### src/rtl/decred_spi_pkg.sv
// decred_spi_pkg: shared state encoding and frame constants for the SPI register slave
package decred_spi_pkg;
  typedef enum logic [2:0] {IDLE, CMD, ADDR, RD_FETCH, DATA_RD, DATA_WR, SKIP} state_e;
  localparam logic [6:0] BROADCAST_ADDR = 7'h7F;
  localparam int RW_BIT = 0;
endpackage

### src/rtl/spi_pin_sync.sv
// spi_pin_sync: multi-flop pin synchronizer with rise/fall detect on the stable sample
module spi_pin_sync #(
  parameter int SYNC_STAGES = 2
) (
  input  logic SPI_CLK,
  input  logic RST,
  input  logic pin_in,
  output logic level,
  output logic rise,
  output logic fall
);
  logic [SYNC_STAGES-1:0] sync_q, sync_d;
  logic prev_q, prev_d;
  // shift the pin through the chain and keep the previous stable sample for edge detect
  always_comb begin
    sync_d = {sync_q[SYNC_STAGES-2:0], pin_in};
    prev_d = sync_q[SYNC_STAGES-1];
  end
  // synchronizer and history registers
  always_ff @(posedge SPI_CLK or posedge RST) begin
    if (RST) begin
      sync_q <= '0;
      prev_q <= 1'b0;
    end else begin
      sync_q <= sync_d;
      prev_q <= prev_d;
    end
  end
  assign level = sync_q[SYNC_STAGES-1];
  assign rise  = level & ~prev_q;
  assign fall  = ~level & prev_q;
endmodule

### src/rtl/spi_reg_slave.sv
// spi_reg_slave: oversampled SPI mode-0 slave driving a parallel register port; SPI_BROADCAST_EN adds write broadcast on dev 7'h7F
module spi_reg_slave
  import decred_spi_pkg::*;
#(
  parameter int ADDR_WIDTH  = 8,
  parameter int DATA_WIDTH  = 8,
  parameter int SYNC_STAGES = 2
) (
  input  logic                  SPI_CLK,
  input  logic                  RST,
  input  logic                  sclk_in,
  input  logic                  csn_in,
  input  logic                  mosi_in,
  output logic                  miso_out,
  output logic                  miso_oe,
  input  logic [6:0]            dev_addr,
  output logic [ADDR_WIDTH-1:0] address,
  output logic [DATA_WIDTH-1:0] data_out,
  output logic                  read_strobe,
  output logic                  write_strobe,
  input  logic [DATA_WIDTH-1:0] data_in
);
  logic sclk_lvl, sclk_rise, sclk_fall;
  logic csn_s, csn_rise, csn_fall;
  logic mosi_s, mosi_rise, mosi_fall;
  logic unused_sync;
  state_e state_q, state_d;
  logic [2:0] cnt_q, cnt_d;
  logic [7:0] shift_q, shift_d, tx_q, tx_d, byte_v;
  logic rw_q, rw_d, rd_q, rd_d, wr_q, wr_d, oe_q, oe_d, last, sel;
  logic [ADDR_WIDTH-1:0] addr_q, addr_d;
  logic [DATA_WIDTH-1:0] data_q, data_d;

  spi_pin_sync #(.SYNC_STAGES(SYNC_STAGES)) u_sclk (
    .SPI_CLK(SPI_CLK), .RST(RST), .pin_in(sclk_in), .level(sclk_lvl), .rise(sclk_rise), .fall(sclk_fall));
  spi_pin_sync #(.SYNC_STAGES(SYNC_STAGES)) u_csn (
    .SPI_CLK(SPI_CLK), .RST(RST), .pin_in(csn_in), .level(csn_s), .rise(csn_rise), .fall(csn_fall));
  spi_pin_sync #(.SYNC_STAGES(SYNC_STAGES)) u_mosi (
    .SPI_CLK(SPI_CLK), .RST(RST), .pin_in(mosi_in), .level(mosi_s), .rise(mosi_rise), .fall(mosi_fall));

  assign unused_sync = ^{sclk_lvl, csn_rise, mosi_rise, mosi_fall, shift_q[7]};
  assign byte_v = {shift_q[6:0], mosi_s};
  assign last = sclk_rise && cnt_q == 3'd7;

  // Broadcast only ever selects the chip for writes so shared-bus reads never collide
`ifdef SPI_BROADCAST_EN
  assign sel = (byte_v[7:1] == BROADCAST_ADDR) ? ~byte_v[RW_BIT] : byte_v[7:1] == dev_addr;
`else
  assign sel = byte_v[7:1] == dev_addr;
`endif

  // frame decode: bit counting, state transitions, strobes and MISO shifting
  always_comb begin
    state_d = state_q;
    cnt_d   = sclk_rise ? cnt_q + 3'd1 : cnt_q;
    shift_d = sclk_rise ? byte_v : shift_q;
    rw_d    = rw_q;
    addr_d  = wr_q ? addr_q + ADDR_WIDTH'(1) : addr_q;
    data_d  = data_q;
    tx_d    = tx_q;
    rd_d    = 1'b0;
    wr_d    = 1'b0;
    if (csn_s) begin
      state_d = IDLE;
      cnt_d   = '0;
      shift_d = '0;
    end else begin
      case (state_q)
        IDLE: begin
          cnt_d   = '0;
          shift_d = '0;
          state_d = csn_fall ? CMD : IDLE;
        end
        CMD: if (last) begin
          rw_d    = byte_v[RW_BIT];
          state_d = sel ? ADDR : SKIP;
        end
        ADDR: if (last) begin
          addr_d  = ADDR_WIDTH'(byte_v);
          rd_d    = rw_q;
          state_d = rw_q ? RD_FETCH : DATA_WR;
        end
        RD_FETCH: if (!rd_q) begin
          tx_d    = 8'(data_in);
          state_d = DATA_RD;
        end
        DATA_RD: begin
          if (sclk_fall && cnt_q != 3'd0) tx_d = {tx_q[6:0], 1'b0};
          if (last) begin
            addr_d  = addr_q + ADDR_WIDTH'(1);
            rd_d    = 1'b1;
            state_d = RD_FETCH;
          end
        end
        DATA_WR: if (last) begin
          data_d = DATA_WIDTH'(byte_v);
          wr_d   = 1'b1;
        end
        SKIP: state_d = SKIP;
        default: state_d = IDLE;
      endcase
    end
    oe_d = state_d == RD_FETCH || state_d == DATA_RD;
  end

  // state and datapath registers
  always_ff @(posedge SPI_CLK or posedge RST) begin
    if (RST) begin
      state_q <= IDLE;
      cnt_q   <= '0;
      shift_q <= '0;
      tx_q    <= '0;
      rw_q    <= 1'b0;
      rd_q    <= 1'b0;
      wr_q    <= 1'b0;
      oe_q    <= 1'b0;
      addr_q  <= '0;
      data_q  <= '0;
    end else begin
      state_q <= state_d;
      cnt_q   <= cnt_d;
      shift_q <= shift_d;
      tx_q    <= tx_d;
      rw_q    <= rw_d;
      rd_q    <= rd_d;
      wr_q    <= wr_d;
      oe_q    <= oe_d;
      addr_q  <= addr_d;
      data_q  <= data_d;
    end
  end

  assign address      = addr_q;
  assign data_out     = data_q;
  assign read_strobe  = rd_q;
  assign write_strobe = wr_q;
  assign miso_oe      = oe_q;
  assign miso_out     = oe_q & tx_q[7];
endmodule

### config.mk
export PLATFORM = sky130hd
export DESIGN_NAME = spi_reg_slave
export DESIGN_NICKNAME = d
export VERILOG_FILES = /design/src/rtl/decred_spi_pkg.sv /design/src/rtl/spi_pin_sync.sv /design/src/rtl/spi_reg_slave.sv
export SDC_FILE = /design/constraint.sdc
export NUM_CORES = 1
export LEC_CHECK = 0
export CAP_MARGIN = 20
export CORE_UTILIZATION = 57
export DETAILED_ROUTE_END_ITERATION = 8
export DONT_BUFFER_PORTS = 1
export GPL_TIMING_DRIVEN = 0
export PLACE_DENSITY = 0.72
export SLEW_MARGIN = 20
export SYNTH_ARGS = -nofsm -noshare
export SYNTH_HDL_FRONTEND = slang
export SYNTH_HIERARCHICAL = 1
export SYNTH_SLANG_ARGS = --single-unit
### constraint.sdc
create_clock -name SPI_CLK -period 2.12 [get_ports SPI_CLK]
set_input_delay 0.53 -clock SPI_CLK [delete_from_list [all_inputs] [get_ports SPI_CLK]]
set_output_delay 0.53 -clock SPI_CLK [all_outputs]
set_load 0.1 [all_outputs]
# Word level (Yosys, flattened, before mapping)
# Cells that the tools add are included.
# Widths: inputs -> output; s select.
# totals
wordCells	75
out_inout_bits	20
input_bits	20
register_bits	49
# classes
n_reduce_logical	10
bitwise_logic	7
eq_ne	12
muxes	29
add_sub_neg	2
# ops
op	count
$mux 8	6
$pmux 8 s2	2
$mux 3	10
$mux 7	3
$pmux 3 s7	1
$eq 3x3->1 const B	5
$eq 3x2->1 const B	3
$add 8x1->8 const B	1
$eq 7x7->1	1
$mux 1	6
$reduce_and 3->1	2
$reduce_bool 3->1	2
$and 1x1->1	4
$ne 2x2->1 const B	2
$reduce_and 4->1	1
$add 3x1->3 const B	1
$eq 3x1->1 const B	1
$logic_not 3->1	1
$not 1->1	3
$logic_and 1x1->1	2
$pmux 1 s2	1
$reduce_bool 2->1	1
$logic_or 1x1->1	1

# Depth between registers and ports, before layout
# logic_depth
word_depth	8
mapped_depth	8
depth_no_buf	7

# By module
# Netlist, hierarchy kept.
# by_module_without_submodules
mod	seq_area_each_um2	cells_per_inst	area_each_um2	n_inst
spi_reg_slave	1026.0	252	2394.8	1
spi_pin_sync	75.1	6	93.8	3

# Least setup slack after synthesis
# OpenSTA, ideal clock, no wires.
# synth_path
path_type	register to output
start	register oe_q (netlist: miso_oe)
end	output miso_out
required_time_ps	1590
path_buffers	0
stages_incl_launch_ff	2
arrival_ps	1762
slack_ps	-172
cell_sequence	dfrtp_1 -> and2_1
# synth_between
elab_chain_len	1
# synth_rtl
element	line_no	text
start: declaration	spi_reg_slave.sv:30	logic rw_q, rw_d, rd_q, rd_d, wr_q, wr_d, oe_q, oe_d, last, sel;
start signal: assignment	spi_reg_slave.sv:116	oe_q <= 1'b0;
start signal: assignment	spi_reg_slave.sv:127	oe_q <= oe_d;
$and 1x1->1	spi_reg_slave.sv:138	assign miso_out = oe_q & tx_q[7];
end: declaration	spi_reg_slave.sv:14	output logic miso_out,
# Every way passes these cells.

# Final worst setup path
# Same ends and word-level chain as after synthesis.

==> results.toml <==
[outcome]
status = "finished clean"

[synth]
avgSynthCellArea_um2 = 9.89
yosys_warnings = 6
syn-cell-area_mm2 = 0.00263
syn_inst = 266
synth_nets = 290

[global_routing]
grt_max_degree = 24
antenna_found_initial = 0
grt_pass1_wl_um = 9080
grt-ovfl-total = 0
grt_pass1_vias = 1874
grt_usage_pct = 23.7

[clock_network]
cts_root_buffer = "clkbuf_8"
clk_latency_ns = 0.31
max-clock-path-buffers = 2
cts_buffers = 5
path_clk_slew_ns = 0.09
cts_sinks = 49
htreeDepth = 2
cts_tree = "done"

[die]
die_x_um = 69.9
initial_core_util_pct = 60.0
io_pins = 40
placementRows = 24
die_area_mm2 = 0.00489
core_mm2 = 0.00438
die_y_um = 69.9

[sta]
rsz0062_at_grt = "no"
fin_skew_ns = 0.00565
final_max_slew_viol_count = 0
period_share_pct = 98.4
fmax_mhz = 479
finalSetupViolCount = 0
period_needed_ns = 2.09
worst_pin_slew_ns = 0.957
holdWs_ns = 0.108
hold_viol_final = 0
slew_headroom_pct = 36.2

[critical_path]
critical_path_cell_count = 1
critPathSlowestCell = "dfrtp_2"
critical_path_class = "flop to output port"
crit_buf_inv = 0
r2r.worst_path.cells = 6
reg2reg_slack_ns = 0.11
cp_cell_sequence = "and2_2"
max_stage_delay_ns = 0.68
crit_arrival_ns = 1.56
critPathRequiredTime_ns = 1.59
crit_family = "flip-flops"
crit_fanout = 2
crit_path_end_kind = "output port"
worst_setup_path_start_kind = "flop"

[placement]
place_inst = 319
placed_area_mm2 = 0.00273
gp_congestion = 0.893
hpwlAfterDp_um = 3810
place.port_buffers = 0

[drt]
wirelength_um = 5270
num_vias = 1910
viasPerCell = 5.82
drtIter0Drc = 122
ant_nets = 0
drc = 0
dr.pass1.iters = 4
avgRoutedWirePerCell_um = 16.1

[final_layout]
syn2layout_area_growth_pct = 9.90
antennaDiodeCount = 0
layout-drive-gt1-share_pct = 19.2
post-route-util_pct = 65.9
seq_area_mm2 = 0.00124
stdcell_count = 328
design_area_mm2 = 0.00289
finalNetCount = 299
nFillCells = 370
multiInputGateArea_mm2 = 0.00129

[pwr]
p_leak_nw = 1.25
vdd_ir_drop_max_uv = 465
power.density_mw_per_mm2 = 634

[run]
max_cap_violations = 0

[min_path]
hold_class = "primary input to async pin"
-- final timing paths --
kind / from / endpoint
max: miso_oe$_DFF_PP0_ / miso_out
min: RST / tx_q[7]$_DFFE_PP0P_
max reg2reg: cnt_q[0]$_DFFE_PP0P_ / miso_oe$_DFF_PP0_
min reg2reg: u_csn/sync_q[0]$_DFF_PP0_ / u_csn/sync_q[1]$_DFF_PP0_
max in group asynchronous: RST / u_sclk/prev_q$_DFF_PP0_
min in group SPI_CLK: mosi_in / u_mosi/sync_q[0]$_DFF_PP0_
-- layer usage --
metal  share of wire, %  wire [um]  GRT usage (%)  vias up
met3                5.0        263           5.77        8
met1                 48       2500           33.7      919
met2                 46       2420           35.9       45
met5                  0          0              0        -
li1                   -          -              -      938
met4                1.5         78           7.56        0
-- power breakdown --
part           total (W)  leakage [nW]  internal, W  switching [W]
clock network   0.000797        0.0687     0.000475       0.000322
registers       0.000953         0.607     0.000944     0.00000881
logic          0.0000838         0.569    0.0000333      0.0000505
total            0.00183          1.25      0.00145       0.000382
-- cell type report --
class	instances	area share (%)
clock inverters	3	2.38
inverters	9	1.17
plain buffers	14	2.81
flip-flops and latches	49	42.9
multi-input cells	193	44.6
repair buffers	3	1.56
well taps	52	2.25
clock buffers	5	2.38
-- stage by stage --
step                setup WS [ns]  total power [W]  TNS [ns]
floorplan                 0.00850          0.00103         0
global placement           -0.116          0.00105    -0.219
detailed placement         -0.137          0.00105    -0.289
CTS                        0.0243          0.00185         0
global route               0.0110          0.00189         0
finish                     0.0344          0.00183         0
-- state kept, by name, indices dropped and copies added, names as in the netlist --
| name | cells |
|---|---|
| u_sclk/sync_q | 2 |
| miso_oe | 1 |
| read_strobe | 1 |
| u_csn/prev_q | 1 |
| tx_q | 8 |
| u_mosi/sync_q | 2 |
| shift_q | 7 |
| cnt_q | 3 |
| u_sclk/prev_q | 1 |
| address | 8 |
| write_strobe | 1 |
| rw_q | 1 |
| state_q | 3 |
| u_csn/sync_q | 2 |
| data_out | 8 |
-- cell usage in the layout, fill, tap and decap left out, types with 3 or more instances in the layout --
master    count
dfrtp_1      39
nor2_1       32
a21oi_1      20
nand2_1      18
mux2i_1      17
o21ai_0      13
xnor2_1      11
dfrtp_2      10
mux2_2        9
nand3_1       9
buf_2         8
inv_1         8
xor2_1        6
nor2b_1       5
clkbuf_8      5
ha_1          4
nor3_1        3
clkbuf_1      3
o211ai_1      3
nand4_1       3
a22oi_1       3
nand3b_1      3
a21oi_2       3
-- repair_timing --
action | CTS | global route
hold buffers | 1 | 0
resized for setup | 6 | 5
gates cloned | 0 | 0
endpoints found under the setup margin | 5 | 6
hold endpoints to repair | 8 | 0
setup buffers | 0 | 1
Power figures use the tool's default switching activity.
